**config.mk**
```make
export PLATFORM = sky130hd
export DESIGN_NAME = piso_serializer
export DESIGN_NICKNAME = d
export VERILOG_FILES = /design/src/rtl/piso_serializer.sv
export SDC_FILE = /design/constraint.sdc
export NUM_CORES = 1
export LEC_CHECK = 0
export CAP_MARGIN = 25
export CORE_UTILIZATION = 54
export DETAILED_ROUTE_END_ITERATION = 6
export DONT_BUFFER_PORTS = 1
export HOLD_SLACK_MARGIN = 0.06
export PLACE_DENSITY = 0.72
export SLEW_MARGIN = 10
export SYNTH_ARGS = -nofsm -noshare
export SYNTH_HDL_FRONTEND = slang
export SYNTH_SLANG_ARGS = --single-unit
export TNS_END_PERCENT = 5
```
**constraint.sdc**
```tcl
create_clock -name clk -period 1.6 [get_ports clk]
set_clock_uncertainty 0.2 [all_clocks]
set_input_delay 0 -clock clk [delete_from_list [all_inputs] [get_ports clk]]
set_output_delay 0 -clock clk [all_outputs]
set_load 0.01 [all_outputs]
```
**src/rtl/piso_serializer.sv**
```systemverilog
// piso_serializer: handshaked WIDTH-bit words in, gap-free serial bit stream out.
// A one-word holding buffer lets the next word load on the same edge the current
// word's last bit retires, so back-to-back words leave with no idle cycles.
module piso_serializer #(
  parameter int WIDTH     = 8,
  parameter bit MSB_FIRST = 1'b1
) (
  input  logic             clk,
  input  logic             rst,
  input  logic [WIDTH-1:0] din,
  input  logic             din_valid,
  output logic             din_ready,
  output logic             ser_out,
  output logic             ser_valid,
  output logic             frame_start,
  output logic             busy
);

  localparam int                CW       = $clog2(WIDTH);
  localparam logic [CW-1:0]     CNT_LAST = CW'(WIDTH - 1);
  localparam int                OUT_IDX  = MSB_FIRST ? WIDTH - 1 : 0;

  typedef enum logic {IDLE, SHIFT} state_t;

  state_t           state_q, state_d;
  logic [WIDTH-1:0] hold_q, hold_d;
  logic             hold_full_q, hold_full_d;
  logic [WIDTH-1:0] shreg_q, shreg_d;
  logic [CW-1:0]    cnt_q, cnt_d;

  logic last, load, accept;

  // Next-state: handshake, hold buffer refill, shifter load/shift and bit count
  always_comb begin
    state_d     = state_q;
    hold_d      = hold_q;
    hold_full_d = hold_full_q;
    shreg_d     = shreg_q;
    cnt_d       = cnt_q;

    last      = (state_q == SHIFT) && (cnt_q == CNT_LAST);
    load      = hold_full_q && ((state_q == IDLE) || last);
    // Ready never looks at din_valid, so there is no combinational loop upstream.
    din_ready = !hold_full_q || load;
    accept    = din_valid && din_ready;

    // A load empties hold; an accept on the same edge refills it.
    if (accept) begin
      hold_d      = din;
      hold_full_d = 1'b1;
    end else if (load) begin
      hold_full_d = 1'b0;
    end

    if (load) begin
      shreg_d = hold_q;
      cnt_d   = '0;
      state_d = SHIFT;
    end else if (state_q == SHIFT) begin
      if (MSB_FIRST) shreg_d = {shreg_q[WIDTH-2:0], 1'b0};
      else           shreg_d = {1'b0, shreg_q[WIDTH-1:1]};
      // cnt holds at WIDTH-1 when the word ends; only a load restarts it.
      if (last) state_d = IDLE;
      else      cnt_d   = cnt_q + 1'b1;
    end
  end

  // State register with synchronous reset; reset drops shifter and hold contents
  always_ff @(posedge clk) begin
    if (rst) begin
      state_q     <= IDLE;
      hold_q      <= '0;
      hold_full_q <= 1'b0;
      shreg_q     <= '0;
      cnt_q       <= '0;
    end else begin
      state_q     <= state_d;
      hold_q      <= hold_d;
      hold_full_q <= hold_full_d;
      shreg_q     <= shreg_d;
      cnt_q       <= cnt_d;
    end
  end

  // Serial-side outputs decode flops only; ser_out is gated to 0 outside SHIFT
  always_comb begin
    ser_valid   = (state_q == SHIFT);
    ser_out     = ser_valid && shreg_q[OUT_IDX];
    frame_start = ser_valid && (cnt_q == '0);
    busy        = ser_valid || hold_full_q;
  end

endmodule

```
==> results of run 1 <==
-- repair_timing --
action                                  in CTS  in global routing
pin swaps                                    8                  1
cloned                                       0                  0
hold buffers                                10                  0
endpoints found under the setup margin      16                 17
hold endpoints to repair                    21                  0
resized for setup                            8                  1
-- cells in the final DEF (no fill, tap or decap), drive strengths merged --
| cell type | netlist | layout |
|---|---|---|
| a32oi | 1 | 1 |
| dfxtp | 21 | 21 |
| a21boi | 1 | 1 |
| nand3 | 3 | 3 |
| nor2 | 18 | 18 |
| dlygate4sd3 | 0 | 10 |
| ha | 3 | 3 |
| clkbuf | 3 | 3 |
| nand2 | 6 | 6 |
| nor3 | 7 | 7 |
| clkinv | 0 | 1 |
| nand2b | 17 | 17 |
| a2111oi | 7 | 7 |
| inv | 4 | 4 |
| mux2i | 8 | 8 |
| and2b | 1 | 1 |
| buf | 4 | 10 |
| and2 | 1 | 1 |
| a21oi | 5 | 5 |
-- through the flow --
step / instance area (µm²) / setup slack (ns)
final: 1270 / -0.0598
after global routing: 1270 / -0.0964
after CTS: 1270 / -0.0677
after detailed placement: 1100 / -0.147
after global placement: 1100 / -0.0637
after floorplan: 1050 / -0.0108
-- where the power goes --
part,leakage (nW),switching (mW),internal [mW]
clock,0.0177,0.166,0.0935
sequential,0.174,0.0282,0.561
combinational,0.296,0.112,0.103
total,0.487,0.306,0.757
-- worst paths after layout --
check             startpoint           to
setup / recovery    cnt_q[0]    hold_q[6]
hold / removal     din_valid  hold_full_q
setup reg to reg    cnt_q[0]    hold_q[6]
hold reg to reg    hold_q[0]    hold_q[0]
-- worst min-delay path, cell delays in order --
cell and delay, ns:
dlygate4sd3_1 0.55, a21oi_1 0.05, nor2_1 0.07
-- state kept, by name (all words and copies together), names as in the netlist --
name and cells:
ser_valid 1, shreg_q 8, hold_full_q 1, hold_q 8
cnt_q 3
-- cell families after synthesis --
| logic type | share of synthesized area |
|---|---|
| AO/OA/AOI/OAI | 0.135 |
| buffers and inverters | 0.0611 |
| AND/OR/NAND/NOR | 0.288 |
| adder cells (fa/ha/maj) | 0.0360 |
| flip-flops | 0.403 |
| multiplexers | 0.0767 |
-- layer usage --
layer / global-route usage / wire length (µm) / share of wire
met1: 0.240 / 875 / 0.44
met4: 0.0706 / 25 / 0.013
met3: 0.0635 / 84 / 0.043
met5: 0 / 0 / 0
met2: 0.380 / 984 / 0.50
-- layout make-up --
| cell class | instances | area (µm²) | share of cell area |
|---|---|---|---|
| timing repair buffer | 20 | 179 | 0.141 |
| multi-input combinational | 78 | 596 | 0.469 |
| sequential | 21 | 423 | 0.333 |
| clock buffer | 3 | 22.5 | 0.0177 |
| inverter | 4 | 15.0 | 0.0118 |
| tap | 25 | 31.3 | 0.0246 |
| clock inverter | 1 | 5.00 | 0.00394 |
==> results.toml, run 1 <==
[detailed_routing]
vias = 818
detail-route-antenna-nets = 0
wirelength_um = 1970
wire_per_inst_um = 13.0
routed_via_density = 5.38
drc_errors = 0
drtPass1Iterations = 4
dr.first_iter.drc_count = 11

[finish]
final_cells = 152
drive_gt1_frac = 0.291
final_util = 0.721
nets = 142
antenna_cells = 0
synthToLayoutAreaGrowth_pct = 21.8
fillCellCount = 143

[sta]
post-route-period-util = 1.04
rsz0062_at_grt = "true"
maxSlewHeadroom = 0.338
maxSlewViolCount = 0
final.setup.worst_slack_ns = -0.0598
hold_viol = 0
tightest_slew_ns = 0.989
period_needed_ns = 1.66
hold_slack_ns = 0.186
tns_ns = -0.356
finalSetupViolations = 13
max_freq_ghz = 0.602

[placement]
gp_routability_congestion = 0.732
dp.cells = 138
io_buffers = 0
dp_hpwl_um = 1370

[synthesis]
seq_area_frac_synth = 0.403
yosysTopAreaCellShare = 0.403
synth-edff-count = 0
avgSynthCellArea_um2 = 9.49
syn_nets = 124
synth_most_common_cell = "dfxtp_1"
synthArstFlopShare = 0
ys_ff_latch = 21
ys.flop_type = "dfxtp_1"
synth_warnings = 0
ys_top_cells_by_area = "dfxtp_1, nand2b_1, a2111oi_2"
syn_area_um2 = 1040
synth_commonest_cells = "dfxtp_1, nor2_1, nand2b_1"
synth.distinct_cells = 24
yosysTopAreaCell = "dfxtp_1"
syn_inst = 110

[hold_path]
hold_path_class = "in -> reg"
hold_path_depth = 3

[worst_setup_path]
cpLargestDelayFamily = "flip-flops"
regToRegSetupSlack_ns = -0.06
rr_worst_depth = 6
crit_buf_inv = 1
crit_chain = "ha_4 -> ha_4 -> and2b_4 -> a21boi_1 -> buf_4 -> mux2i_2"
cp.depth = 6
cp_slowest_cell = "dfxtp_2"
max_stage_delay_ns = 0.36
critPathMaxFanout = 8
crit_type = "reg -> reg"
startpoint_type = "flop"
crit_required_ns = 1.61
cp-end-kind = "flop"
cpMostUsedCell = "ha_4"
critPathArrivalTime_ns = 1.67

[pwr]
power.density_nw_per_um2 = 836
cellLeakagePower_nw = 0.487
p_total_mw = 1.06
peakVddDrop_mv = 0.572

[global_route]
grt_antenna_before_repair = 0
grt_usage = 0.214
grt_max_degree = 30
grt_pass1_vias = 742
grt_pass1_wl_um = 3110
grt_overflow = 0

[cts]
clk-insertion-delay-late_ns = 0.31
cts_tree = "yes"
clk_path_buf_depth = 2
clock_sinks = 21
htree_levels = 1
cts.reportedPaths.clkPinSlew_ns = 0.12
post-cts-setup-buffer-count = 0
cts_root_buf = "clkbuf_4"
cts-buffers-inserted = 3

[floorplan]
core_area_um2 = 1760
rows = 15
die_x_um = 46.0
start_util = 0.591
dieArea_um2 = 2110
die_h_um = 46.0
io_pins = 16

[status]
status = "complete, but fails checks"
violations = "negative setup slack"

[job]
maxCapViolCount = 0
Note: power is estimated with default switching activity, not from simulation.
==> run 2, diff against run 1 <==
--- a/config.mk
+++ b/config.mk
@@ -6,11 +6,13 @@
 export NUM_CORES = 1
 export LEC_CHECK = 0
 export CAP_MARGIN = 25
-export CORE_UTILIZATION = 54
+export CELL_PAD_IN_SITES_DETAIL_PLACEMENT = 1
+export CELL_PAD_IN_SITES_GLOBAL_PLACEMENT = 1
+export CORE_UTILIZATION = 41
 export DETAILED_ROUTE_END_ITERATION = 6
 export DONT_BUFFER_PORTS = 1
 export HOLD_SLACK_MARGIN = 0.06
-export PLACE_DENSITY = 0.72
+export PLACE_DENSITY_LB_ADDON = 0.1
 export SLEW_MARGIN = 10
 export SYNTH_ARGS = -nofsm -noshare
 export SYNTH_HDL_FRONTEND = slang
==> run 2 against run 1 <==
The flow still finishes with violations (negative setup slack). Design area rose by 7.6%. Largest power group unchanged. Largest cell class unchanged. Critical path depth stayed put. Power is 3.3% higher. Hold slack worse by 0.0098 ns. Critical path type unchanged. Die area is 30% higher. Utilization is 13 points lower. Register-to-register slack hardly changed. Wire length grew 27%. Count of clock-buffer cells in the layout is the same. Highest routed layer unchanged. Critical endpoint is now hold_q[3].
==> results.toml, run 2 (synthesis gave the netlist of run 1 again) <==
[floorplan]
rows = 17
die_h_um = 52.5
io_pins = 16
die_x_um = 52.5
dieArea_um2 = 2750
core_area_um2 = 2300
start_util = 0.454

[placement]
place_area_um2 = 1110
io_buffers = 0
dp_slack_ns = -0.123
gp_routability_congestion = 0.747
dp_hpwl_um = 1550

[worst_setup_path]
regToRegSetupSlack_ns = -0.05
critPathArrivalTime_ns = 1.71
rr_worst_depth = 6
startpoint = "cnt_q[1]"
crit_required_ns = 1.66
r2r-start = "cnt_q[1]"
startpoint_type = "flop"
cp-end-kind = "flop"
crit_type = "reg -> reg"
r2r-end = "hold_q[3]"
critPathMaxFanout = 8

[hold_path]
hold_path_depth = 3
hold_start = "rst"
holdPathEnd = "hold_q[5]"
hold_path_class = "in -> reg"

[sta]
maxSlewViolCount = 0
final.setup.worst_slack_ns = -0.0534
post-route-period-util = 1.03
period_needed_ns = 1.65
finalSetupViolations = 15
max_freq_ghz = 0.605
tightest_slew_ns = 0.827
rsz0062_at_grt = "true"
hold_viol = 0
maxSlewHeadroom = 0.447

[finish]
synthToLayoutAreaGrowth_pct = 31.1
reg.largest.list = "hold_q: 8 flops, shreg_q: 8 flops, cnt_q: 3 flops"
nets = 151
antenna_cells = 0
layout_common_cells = "dfxtp_1, dlygate4sd3_1, nor2_1"
final_util = 0.595
drive_gt1_frac = 0.272
final_area_um2 = 1370

[pwr]
peakVddDrop_mv = 0.617
power.density_nw_per_um2 = 803
cellLeakagePower_nw = 0.527

[global_route]
grt_antenna_before_repair = 0
grt_overflow = 0
grt_pass1_wl_um = 4120
grt_pass1_vias = 880
grt_max_degree = 22
grt_usage = 0.217

[cts]
cts-buffers-inserted = 3
clk-insertion-delay-late_ns = 0.32
clock_sinks = 21
clk_path_buf_depth = 2
cts_root_buf = "clkbuf_4"
htree_levels = 1
cts_tree = "yes"
cts.reportedPaths.clkPinSlew_ns = 0.12

[detailed_routing]
vias = 863
wirelength_um = 2510
drc_errors = 0
wire_per_inst_um = 15.3
dr.first_iter.drc_count = 7
detail-route-antenna-nets = 0
routed_via_density = 5.26
drtPass1Iterations = 4

[job]
maxCapViolCount = 0

[status]
status = "complete, but fails checks"
violations = "negative setup slack"
[run 2: area by class of cell]
type / instances / area, µm²
clock buffers: 3 / 22.5
clock inverters: 1 / 5.00
fillers: 256 / 930
inverters: 4 / 15.0
multi-input cells: 78 / 592
flip-flops and latches: 21 / 424
well taps: 28 / 35.0
repair buffers: 29 / 274
[run 2: what timing repair did]
action,4_1_cts,5_1_grt
pin swaps,9,1
hold buffers,18,0
setup buffers,1,0
resized for setup,10,1
gates cloned,0,0
endpoints found under the setup margin,16,19
endpoints found under the hold margin,21,0
[run 2: power by group]
| part | internal (mW) | switching (mW) |
|---|---|---|
| registers | 0.561 | 0.0296 |
| logic | 0.118 | 0.117 |
| clock network | 0.0938 | 0.178 |
| total | 0.773 | 0.325 |
[run 2: worst max path at each step]
stage	cells after the start	slack (ns)	to
final	6	-0.05	hold_q[3]
after global routing	6	-0.14	shreg_q[6]
after CTS	5	-0.06	din_ready
after detailed placement	6	-0.12	hold_q[3]
after global placement	6	-0.07	hold_q[0]
after floorplan	6	-0.01	shreg_q[1]
[run 2: per-layer routing]
layer  global-route usage  wire (µm)
met1                0.259       1100
met2                0.357       1300
met3               0.0464         68
met4                0.118         43
met5                    0          0
[run 2: critical path, cell delays in order (launching register included)]
cell and delay [ns]:
dfxtp_2 0.37, ha_4 0.14, ha_4 0.12, and2b_4 0.21, a21boi_1 0.17, buf_6 0.18
mux2i_1 0.19
[run 2: stage by stage]
stage	setup TNS [ns]	hold WS (ns)	total power [mW]	cells
2_1_floorplan	-0.0532	-0.0826	0.747	110
3_3_place_gp	-0.816	-0.131	0.775	141
3_5_place_dp	-1.43	-0.126	0.782	141
4_1_cts	-0.631	0.166	1.11	164
5_1_grt	-1.57	0.191	1.16	164
6_report	-0.549	0.177	1.10	164
